==> src/rtl/seg7_pkg.sv <==
// seg7_pkg: shared definitions for the multiplexed seven-segment scanner.
//   - seg7_state_t : scanner FSM states
//   - SEG_OFF      : all eight segments (a..g, dp) dark, active-low
//   - SEG_BLANK    : segments a..g dark, active-low
//   - SEG_HEX_0..F : active-low a..g patterns for hex digits, bit 0 = a
package seg7_pkg;

  typedef enum logic [1:0] {
    ST_IDLE  = 2'd0,
    ST_GAP   = 2'd1,
    ST_DRIVE = 2'd2
  } seg7_state_t;

  localparam logic [7:0] SEG_OFF   = 8'hFF;
  localparam logic [6:0] SEG_BLANK = 7'h7F;

  //                                   gfedcba
  localparam logic [6:0] SEG_HEX_0 = 7'b1000000;
  localparam logic [6:0] SEG_HEX_1 = 7'b1111001;
  localparam logic [6:0] SEG_HEX_2 = 7'b0100100;
  localparam logic [6:0] SEG_HEX_3 = 7'b0110000;
  localparam logic [6:0] SEG_HEX_4 = 7'b0011001;
  localparam logic [6:0] SEG_HEX_5 = 7'b0010010;
  localparam logic [6:0] SEG_HEX_6 = 7'b0000010;
  localparam logic [6:0] SEG_HEX_7 = 7'b1111000;
  localparam logic [6:0] SEG_HEX_8 = 7'b0000000;
  localparam logic [6:0] SEG_HEX_9 = 7'b0010000;
  localparam logic [6:0] SEG_HEX_A = 7'b0001000;
  localparam logic [6:0] SEG_HEX_B = 7'b0000011;
  localparam logic [6:0] SEG_HEX_C = 7'b1000110;
  localparam logic [6:0] SEG_HEX_D = 7'b0100001;
  localparam logic [6:0] SEG_HEX_E = 7'b0000110;
  localparam logic [6:0] SEG_HEX_F = 7'b0001110;

endpackage

==> src/rtl/seg7_hex_decode.sv <==
// seg7_hex_decode: combinational nibble to active-low a..g pattern.
//   nibble : input  4  hex digit to show
//   seg    : output 7  active-low segments, bit 0 = a .. bit 6 = g
module seg7_hex_decode
  import seg7_pkg::*;
(
  input  logic [3:0] nibble,
  output logic [6:0] seg
);

  // Pattern lookup from the shared constants
  always_comb begin
    seg = SEG_BLANK;
    case (nibble)
      4'h0:    seg = SEG_HEX_0;
      4'h1:    seg = SEG_HEX_1;
      4'h2:    seg = SEG_HEX_2;
      4'h3:    seg = SEG_HEX_3;
      4'h4:    seg = SEG_HEX_4;
      4'h5:    seg = SEG_HEX_5;
      4'h6:    seg = SEG_HEX_6;
      4'h7:    seg = SEG_HEX_7;
      4'h8:    seg = SEG_HEX_8;
      4'h9:    seg = SEG_HEX_9;
      4'hA:    seg = SEG_HEX_A;
      4'hB:    seg = SEG_HEX_B;
      4'hC:    seg = SEG_HEX_C;
      4'hD:    seg = SEG_HEX_D;
      4'hE:    seg = SEG_HEX_E;
      4'hF:    seg = SEG_HEX_F;
      default: seg = SEG_BLANK;
    endcase
  end

endmodule

==> src/rtl/seg7_scanner.sv <==
// seg7_scanner: time-multiplexed driver for NUM_DIGITS common-anode digits.
// Each rising edge of the (asynchronous) scan clock advances to the next
// digit; between digits all anodes are held off for GAP_CYCLES clk cycles
// to avoid ghosting. Display inputs are snapshotted once per frame.
//   clk        : input  1             system clock, rising edge
//   rst        : input  1             asynchronous active-low reset
//   scan_clk   : input  1             divided scan clock, synchronized here
//   value      : input  4*NUM_DIGITS  nibble i shown on digit i (0 = rightmost)
//   digit_en   : input  NUM_DIGITS    per-digit enable, 0 = dark
//   dp         : input  NUM_DIGITS    per-digit decimal point request
//   blank_lz   : input  1             leading-zero blanking enable
//   seg_out    : output 8             active-low segments, [6:0]=g..a, [7]=dp
//   an_out     : output NUM_DIGITS    active-low anodes
//   frame_done : output 1             pulse when the last digit's slot ends
module seg7_scanner
  import seg7_pkg::*;
#(
  parameter int NUM_DIGITS = 8,
  parameter int GAP_CYCLES = 4
) (
  input  logic                      clk,
  input  logic                      rst,
  input  logic                      scan_clk,
  input  logic [4*NUM_DIGITS-1:0]   value,
  input  logic [NUM_DIGITS-1:0]     digit_en,
  input  logic [NUM_DIGITS-1:0]     dp,
  input  logic                      blank_lz,
  output logic [7:0]                seg_out,
  output logic [NUM_DIGITS-1:0]     an_out,
  output logic                      frame_done
);

  localparam int IDX_W = (NUM_DIGITS > 1) ? $clog2(NUM_DIGITS) : 1;
  localparam int CNT_W = $clog2(GAP_CYCLES + 1);
  localparam logic [IDX_W-1:0] LAST_IDX = IDX_W'(NUM_DIGITS - 1);
  localparam logic [CNT_W-1:0] GAP_LAST = CNT_W'(GAP_CYCLES - 1);
  localparam logic [NUM_DIGITS-1:0] AN_OFF = {NUM_DIGITS{1'b1}};
  localparam logic [NUM_DIGITS-1:0] ONE_HOT_0 = {{(NUM_DIGITS-1){1'b0}}, 1'b1};

  logic                    sync1_r, sync2_r, sync3_r, tick_r;
  seg7_state_t             state_r, state_nxt_s;
  logic [IDX_W-1:0]        idx_r, idx_nxt_s;
  logic [CNT_W-1:0]        gap_cnt_r, gap_cnt_nxt_s;
  logic                    capture_s, frame_end_s;
  logic [4*NUM_DIGITS-1:0] val_sh_r;
  logic [NUM_DIGITS-1:0]   en_sh_r, dp_sh_r;
  logic                    blz_sh_r;
  logic [NUM_DIGITS-1:0]   lz_s;
  logic [3:0]              nib_s;
  logic                    en_sel_s, dp_sel_s, lz_sel_s;
  logic [6:0]              pat_s;
  logic [7:0]              seg_nxt_s, seg_r;
  logic [NUM_DIGITS-1:0]   an_nxt_s, an_r;
  logic                    frame_done_r;

  // Two-flop synchronizer, edge-detect history flop and registered tick
  always_ff @(posedge clk or negedge rst) begin
    if (!rst) begin
      sync1_r <= 1'b0;
      sync2_r <= 1'b0;
      sync3_r <= 1'b0;
      tick_r  <= 1'b0;
    end else begin
      sync1_r <= scan_clk;
      sync2_r <= sync1_r;
      sync3_r <= sync2_r;
      tick_r  <= sync2_r & ~sync3_r;
    end
  end

  // Scanner FSM next-state; ticks landing in GAP fall through unused
  always_comb begin
    state_nxt_s   = state_r;
    idx_nxt_s     = idx_r;
    gap_cnt_nxt_s = gap_cnt_r;
    capture_s     = 1'b0;
    frame_end_s   = 1'b0;
    case (state_r)
      ST_IDLE: begin
        if (tick_r) begin
          state_nxt_s   = ST_GAP;
          idx_nxt_s     = {IDX_W{1'b0}};
          gap_cnt_nxt_s = {CNT_W{1'b0}};
        end else begin
          state_nxt_s   = ST_IDLE;
        end
      end
      ST_GAP: begin
        if (gap_cnt_r == GAP_LAST) begin
          state_nxt_s = ST_DRIVE;
          capture_s   = (idx_r == {IDX_W{1'b0}});
        end else begin
          gap_cnt_nxt_s = gap_cnt_r + CNT_W'(1);
        end
      end
      ST_DRIVE: begin
        if (tick_r) begin
          state_nxt_s   = ST_GAP;
          gap_cnt_nxt_s = {CNT_W{1'b0}};
          idx_nxt_s     = (idx_r == LAST_IDX) ? {IDX_W{1'b0}} : idx_r + IDX_W'(1);
          frame_end_s   = (idx_r == LAST_IDX);
        end else begin
          state_nxt_s   = ST_DRIVE;
        end
      end
      default: begin
        state_nxt_s   = ST_IDLE;
        idx_nxt_s     = {IDX_W{1'b0}};
        gap_cnt_nxt_s = {CNT_W{1'b0}};
      end
    endcase
  end

  // FSM state, digit index and gap counter
  always_ff @(posedge clk or negedge rst) begin
    if (!rst) begin
      state_r   <= ST_IDLE;
      idx_r     <= {IDX_W{1'b0}};
      gap_cnt_r <= {CNT_W{1'b0}};
    end else begin
      state_r   <= state_nxt_s;
      idx_r     <= idx_nxt_s;
      gap_cnt_r <= gap_cnt_nxt_s;
    end
  end

  // Per-frame snapshot of the display inputs, taken as digit 0 starts
  always_ff @(posedge clk or negedge rst) begin
    if (!rst) begin
      val_sh_r <= {(4*NUM_DIGITS){1'b0}};
      en_sh_r  <= {NUM_DIGITS{1'b0}};
      dp_sh_r  <= {NUM_DIGITS{1'b0}};
      blz_sh_r <= 1'b0;
    end else if (capture_s) begin
      val_sh_r <= value;
      en_sh_r  <= digit_en;
      dp_sh_r  <= dp;
      blz_sh_r <= blank_lz;
    end else begin
      val_sh_r <= val_sh_r;
      en_sh_r  <= en_sh_r;
      dp_sh_r  <= dp_sh_r;
      blz_sh_r <= blz_sh_r;
    end
  end

  // Leading-zero mask: a digit is a leading zero if it and every digit
  // above it are zero; digit 0 always shows so "0" stays visible
  always_comb begin
    logic run_v;
    run_v = 1'b1;
    lz_s  = {NUM_DIGITS{1'b0}};
    for (int i = NUM_DIGITS - 1; i >= 0; i--) begin
      run_v   = run_v & (val_sh_r[i*4 +: 4] == 4'h0);
      lz_s[i] = run_v;
    end
    lz_s[0] = 1'b0;
  end

  // Select the current digit's snapshot fields
  always_comb begin
    nib_s    = 4'h0;
    en_sel_s = 1'b0;
    dp_sel_s = 1'b0;
    lz_sel_s = 1'b0;
    for (int i = 0; i < NUM_DIGITS; i++) begin
      nib_s    = (idx_r == IDX_W'(i)) ? val_sh_r[i*4 +: 4] : nib_s;
      en_sel_s = (idx_r == IDX_W'(i)) ? en_sh_r[i]         : en_sel_s;
      dp_sel_s = (idx_r == IDX_W'(i)) ? dp_sh_r[i]         : dp_sel_s;
      lz_sel_s = (idx_r == IDX_W'(i)) ? lz_s[i]            : lz_sel_s;
    end
  end

  seg7_hex_decode u_hex_decode (
    .nibble (nib_s),
    .seg    (pat_s)
  );

  // Output pattern for the current slot; a blanked digit keeps its anode
  // on only to show a requested decimal point
  always_comb begin
    seg_nxt_s = SEG_OFF;
    an_nxt_s  = AN_OFF;
    if (state_r == ST_DRIVE && en_sel_s) begin
      if (blz_sh_r && lz_sel_s) begin
        seg_nxt_s = {~dp_sel_s, SEG_BLANK};
        an_nxt_s  = dp_sel_s ? ~(ONE_HOT_0 << idx_r) : AN_OFF;
      end else begin
        seg_nxt_s = {~dp_sel_s, pat_s};
        an_nxt_s  = ~(ONE_HOT_0 << idx_r);
      end
    end else begin
      seg_nxt_s = SEG_OFF;
      an_nxt_s  = AN_OFF;
    end
  end

  // Registered outputs; reset darkens the display without waiting for clk
  always_ff @(posedge clk or negedge rst) begin
    if (!rst) begin
      seg_r        <= SEG_OFF;
      an_r         <= AN_OFF;
      frame_done_r <= 1'b0;
    end else begin
      seg_r        <= seg_nxt_s;
      an_r         <= an_nxt_s;
      frame_done_r <= frame_end_s;
    end
  end

  assign seg_out    = seg_r;
  assign an_out     = an_r;
  assign frame_done = frame_done_r;

endmodule
==> config.mk <==
export PLATFORM = sky130hd
export DESIGN_NAME = seg7_scanner
export DESIGN_NICKNAME = d
export VERILOG_FILES = /design/src/rtl/seg7_pkg.sv /design/src/rtl/seg7_hex_decode.sv /design/src/rtl/seg7_scanner.sv
export SDC_FILE = /design/constraint.sdc
export NUM_CORES = 1
export LEC_CHECK = 0
export ABC_AREA = 1
export CORE_MARGIN = 2
export CORE_UTILIZATION = 53
export CTS_CLUSTER_DIAMETER = 40
export CTS_CLUSTER_SIZE = 24
export DETAILED_ROUTE_END_ITERATION = 12
export PLACE_DENSITY = 0.8
export SLEW_MARGIN = 0
export SYNTH_ARGS = -nofsm -noshare
export SYNTH_HDL_FRONTEND = slang
export SYNTH_SLANG_ARGS = --single-unit
==> constraint.sdc <==
create_clock -name clk -period 2.4 [get_ports clk]
set_input_delay 0.6 -clock clk [delete_from_list [all_inputs] [get_ports clk]]
set_output_delay 0.6 -clock clk [all_outputs]
set_load 0.02 [all_outputs]
==> flow_summary_export.csv <==
group,metric,value,unit
run_status,status,"completed",
die,start_util,54.87,%
die,pin_count,69,
power,vdd_drop_max,0.5411,mV
logic_synthesis,synth_edf_count,0,
finish,nets,624,
clock_network,cts_tree,"built",
finish,drive_gt1_share,16.81,%
min_path,worstHoldPathType,"in -> async",
critical_path,slowest_stage,"dfrtp_1",
timing,layout_worst_path_cycle_share,96.03,%
timing,hold_viol,0,
global_routing,grt_pass1_wl,14.87,mm
die,rows,31,
routing,wl_met1,3.917,mm
global_routing,grt_max_degree,52,
logic_synthesis,synth.largest_area_cell,"dfrtp_1",
timing,relSlewSlack,65.87,%
timing,fin_crit,2.305,ns
die,die_y,90.89,um
routing,avgRoutedWirePerCell,13.46,um
global_routing,grt_overflow,0,
power,p_leak,0.002372,uW
finish,num_antenna_cells,0,
clock_network,clockBufferDepth,2,
routing,route.met3.wl,561,um
logic_synthesis,ys_top_cells_by_count,"135 x nand2_1, 72 x inv_1, 62 x dfrtp_1, 61 x o21ai_0, 24 x nand3_1",
power,power,5020,uW
timing,worst_pin_slew,0.5119,ns
critical_path,path_common_cell,"nand2_1",
logic_synthesis,ys_seq_area_share,49.28,%
critical_path,cp.arrival,2.58,ns
logic_synthesis,synth_cell_types,31,
logic_synthesis,synth_top_area_share,38.77,%
timing,rsz0062_at_grt,"yes",
routing,ant_nets,0,
routing,drt_first_pass_iters,5,
clock_network,insertion_delay,0.36,ns
logic_synthesis,synth_ff_type,"dfrtp_1",
finish,area_growth,26.95,%
timing,setup_slack,0.09527,ns
die,die_w,90.89,um
global_routing,first_global_vias,3237,
timing,fin_setup_tns,0,ns
clock_network,numCtsBuffers,9,
die,die_area,0.008261,sq mm
routing,routed.top_layer,"met4",
routing,first_iter_violations,256,
logic_synthesis,synth_top_cells_by_area,"dfrtp_1 39%, nand2_1 13%, dfstp_2 11%",
die,coreArea,0.007292,sq mm
finish,utilization,69.66,%
logic_synthesis,yosysWarnings,0,
run,max-cap-violations,0,
power,power_density,988.1,mW/mm^2
critical_path,slowest_delay,0.40,ns
global_routing,grt_use_total,22.56,%
critical_path,cp_cell_sequence,"inv_2 > ha_2 > inv_2 > nor2_4 > buf_4 > nand2_1 > nand3_1 > nand2_1 > nand2_1 > nand2_1 > nand2_1 > a21boi_4 > inv_2 > ha_2 > nand3_1 > nand2_1 > nand3_1 > nand4_1",
routing,drc,0,
critical_path,crit_fanout,5,
logic_synthesis,ys_ff_latch,78,
critical_path,required,2.67,ns
routing,wl_met2,4.336,mm
timing,worst_clock_skew,0.007353,ns
logic_synthesis,synthCells,483,
placed_design,hpwl,6.518,mm
critical_path,cp-start-kind,"flop",
placed_design,place.gp.congestion,0.8776,
critical_path,cp_num_buf_inv,4,
placed_design,place_ws,0.08769,ns
clock_network,ctsRootBufferMaster,"clkbuf_8",
clock_network,htree_levels,3,
global_routing,antenna_found_initial,0,
logic_synthesis,synth_most_common_cell,"nand2_1",
logic_synthesis,syn-num-nets,547,
clock_network,clk_pin_slew,0.08,ns
clock_network,postCtsHoldBufs,0,
critical_path,cpLargestDelayFamily,"simple AND/OR/NAND/NOR gates",
routing,via_per_inst,5.108,
timing,slew_viol_final,0,
routing,vias,3392,
logic_synthesis,syn_avg_cell_area,8.284,sq um
clock_network,cts_sinks,78,
timing,fmax,0.4339,GHz
logic_synthesis,syn-cell-area,0.004001,sq mm
timing,setup_viol,0,
placed_design,place.port_buffers,68,
critical_path,path_class,"reg -> reg",
routing,wirelength,8.937,mm
critical_path,end_kind,"flop",
logic_synthesis,async_flop_share,100.0,%
path summary, 6_finish.rpt:
check / startpoint / to / slack (ns) / cells past startpoint
setup reg to reg: idx_r[0] / seg_out[0] / 0.1 / 18
hold / removal: rst / en_sh_r[2] / 0.21 / 1
max in group asynchronous: rst / an_out[7] / 1.55 / 2
min in group clk: sync1_r / sync2_r / 0.35 / 0
hold reg to reg: sync1_r / sync2_r / 0.35 / 0
setup / recovery: idx_r[0] / seg_out[0] / 0.1 / 18
metal layers:
layer | global-route usage, % | vias up
li1 | - | 1677
met1 | 29.17 | 1589
met2 | 36.88 | 113
met3 | 5.760 | 13
met4 | 8.081 | 0
met5 | 0 | -
flip-flops by register name (all words and copies together) (netlist names), 2 cells and up:
register / cells
an_out: 8
dp_sh_r: 8
en_sh_r: 8
gap_cnt_r: 3
idx_r: 3
seg_out: 8
state_r: 2
val_sh_r: 32
power by group:
part	switching (uW)	total [uW]	internal (uW)
clock network	475	951	476
registers	202	2000	1800
logic	1290	2070	782
final cells by class:
| type | count | area, sq um |
|---|---|---|
| tap | 99 | 123.9 |
| timing repair buffer | 79 | 798.3 |
| inverter | 78 | 304.0 |
| sequential | 78 | 1972 |
| multi-input combinational | 314 | 1692 |
| clock buffer | 10 | 127.6 |
| clock inverter | 6 | 62.56 |
| fill | 584 | 2212 |
worst register-to-register path, delay by kind of cell (launching register included):
kind | cells | cell delay, ns
fa+ha+maj | 2 | 0.43
flops | 1 | 0.40
compound gates | 1 | 0.27
buf+inv | 4 | 0.34
simple gates | 11 | 0.80
through the flow:
step	cell area, sq um	hold WS, ns	instances
2_1_floorplan	4001	0.3044	483
3_3_place_gp	4813	0.3403	644
3_5_place_dp	4813	0.3394	644
4_1_cts	5004	0.2265	660
5_1_grt	5080	0.2446	664
6_report	5080	0.2114	664
cells by family after synthesis:
group | Yosys count | synth area share (%)
muxes | 8 | 2.251
buffers and inverters | 91 | 9.318
adders and majority gates | 12 | 3.752
AOI/OAI and AO/OA | 89 | 12.23
DFF | 78 | 49.28
and+or+nand+nor | 205 | 23.17
what timing repair did:
action / in CTS / in global routing
resized for setup: 0 / 15
setup endpoints to repair: 0 / 7
setup buffers: 0 / 4
layout by cell type, fill, tap and decap left out, drive strengths merged:
master,count
nor2,20
a21oi,13
mux2,8
clkinv,2
nor4,3
nand2,151
clkinvlp,4
nand4,5
o22ai,1
dfrtp,62
buf,12
dfstp,16
o21ai,70
a21boi,2
ha,12
bufinv,1
inv,77
clkdlybuf4s50,67
o211ai,3
clkbuf,10
nand3,26
No activity file was read; power rests on OpenSTA's default activity.
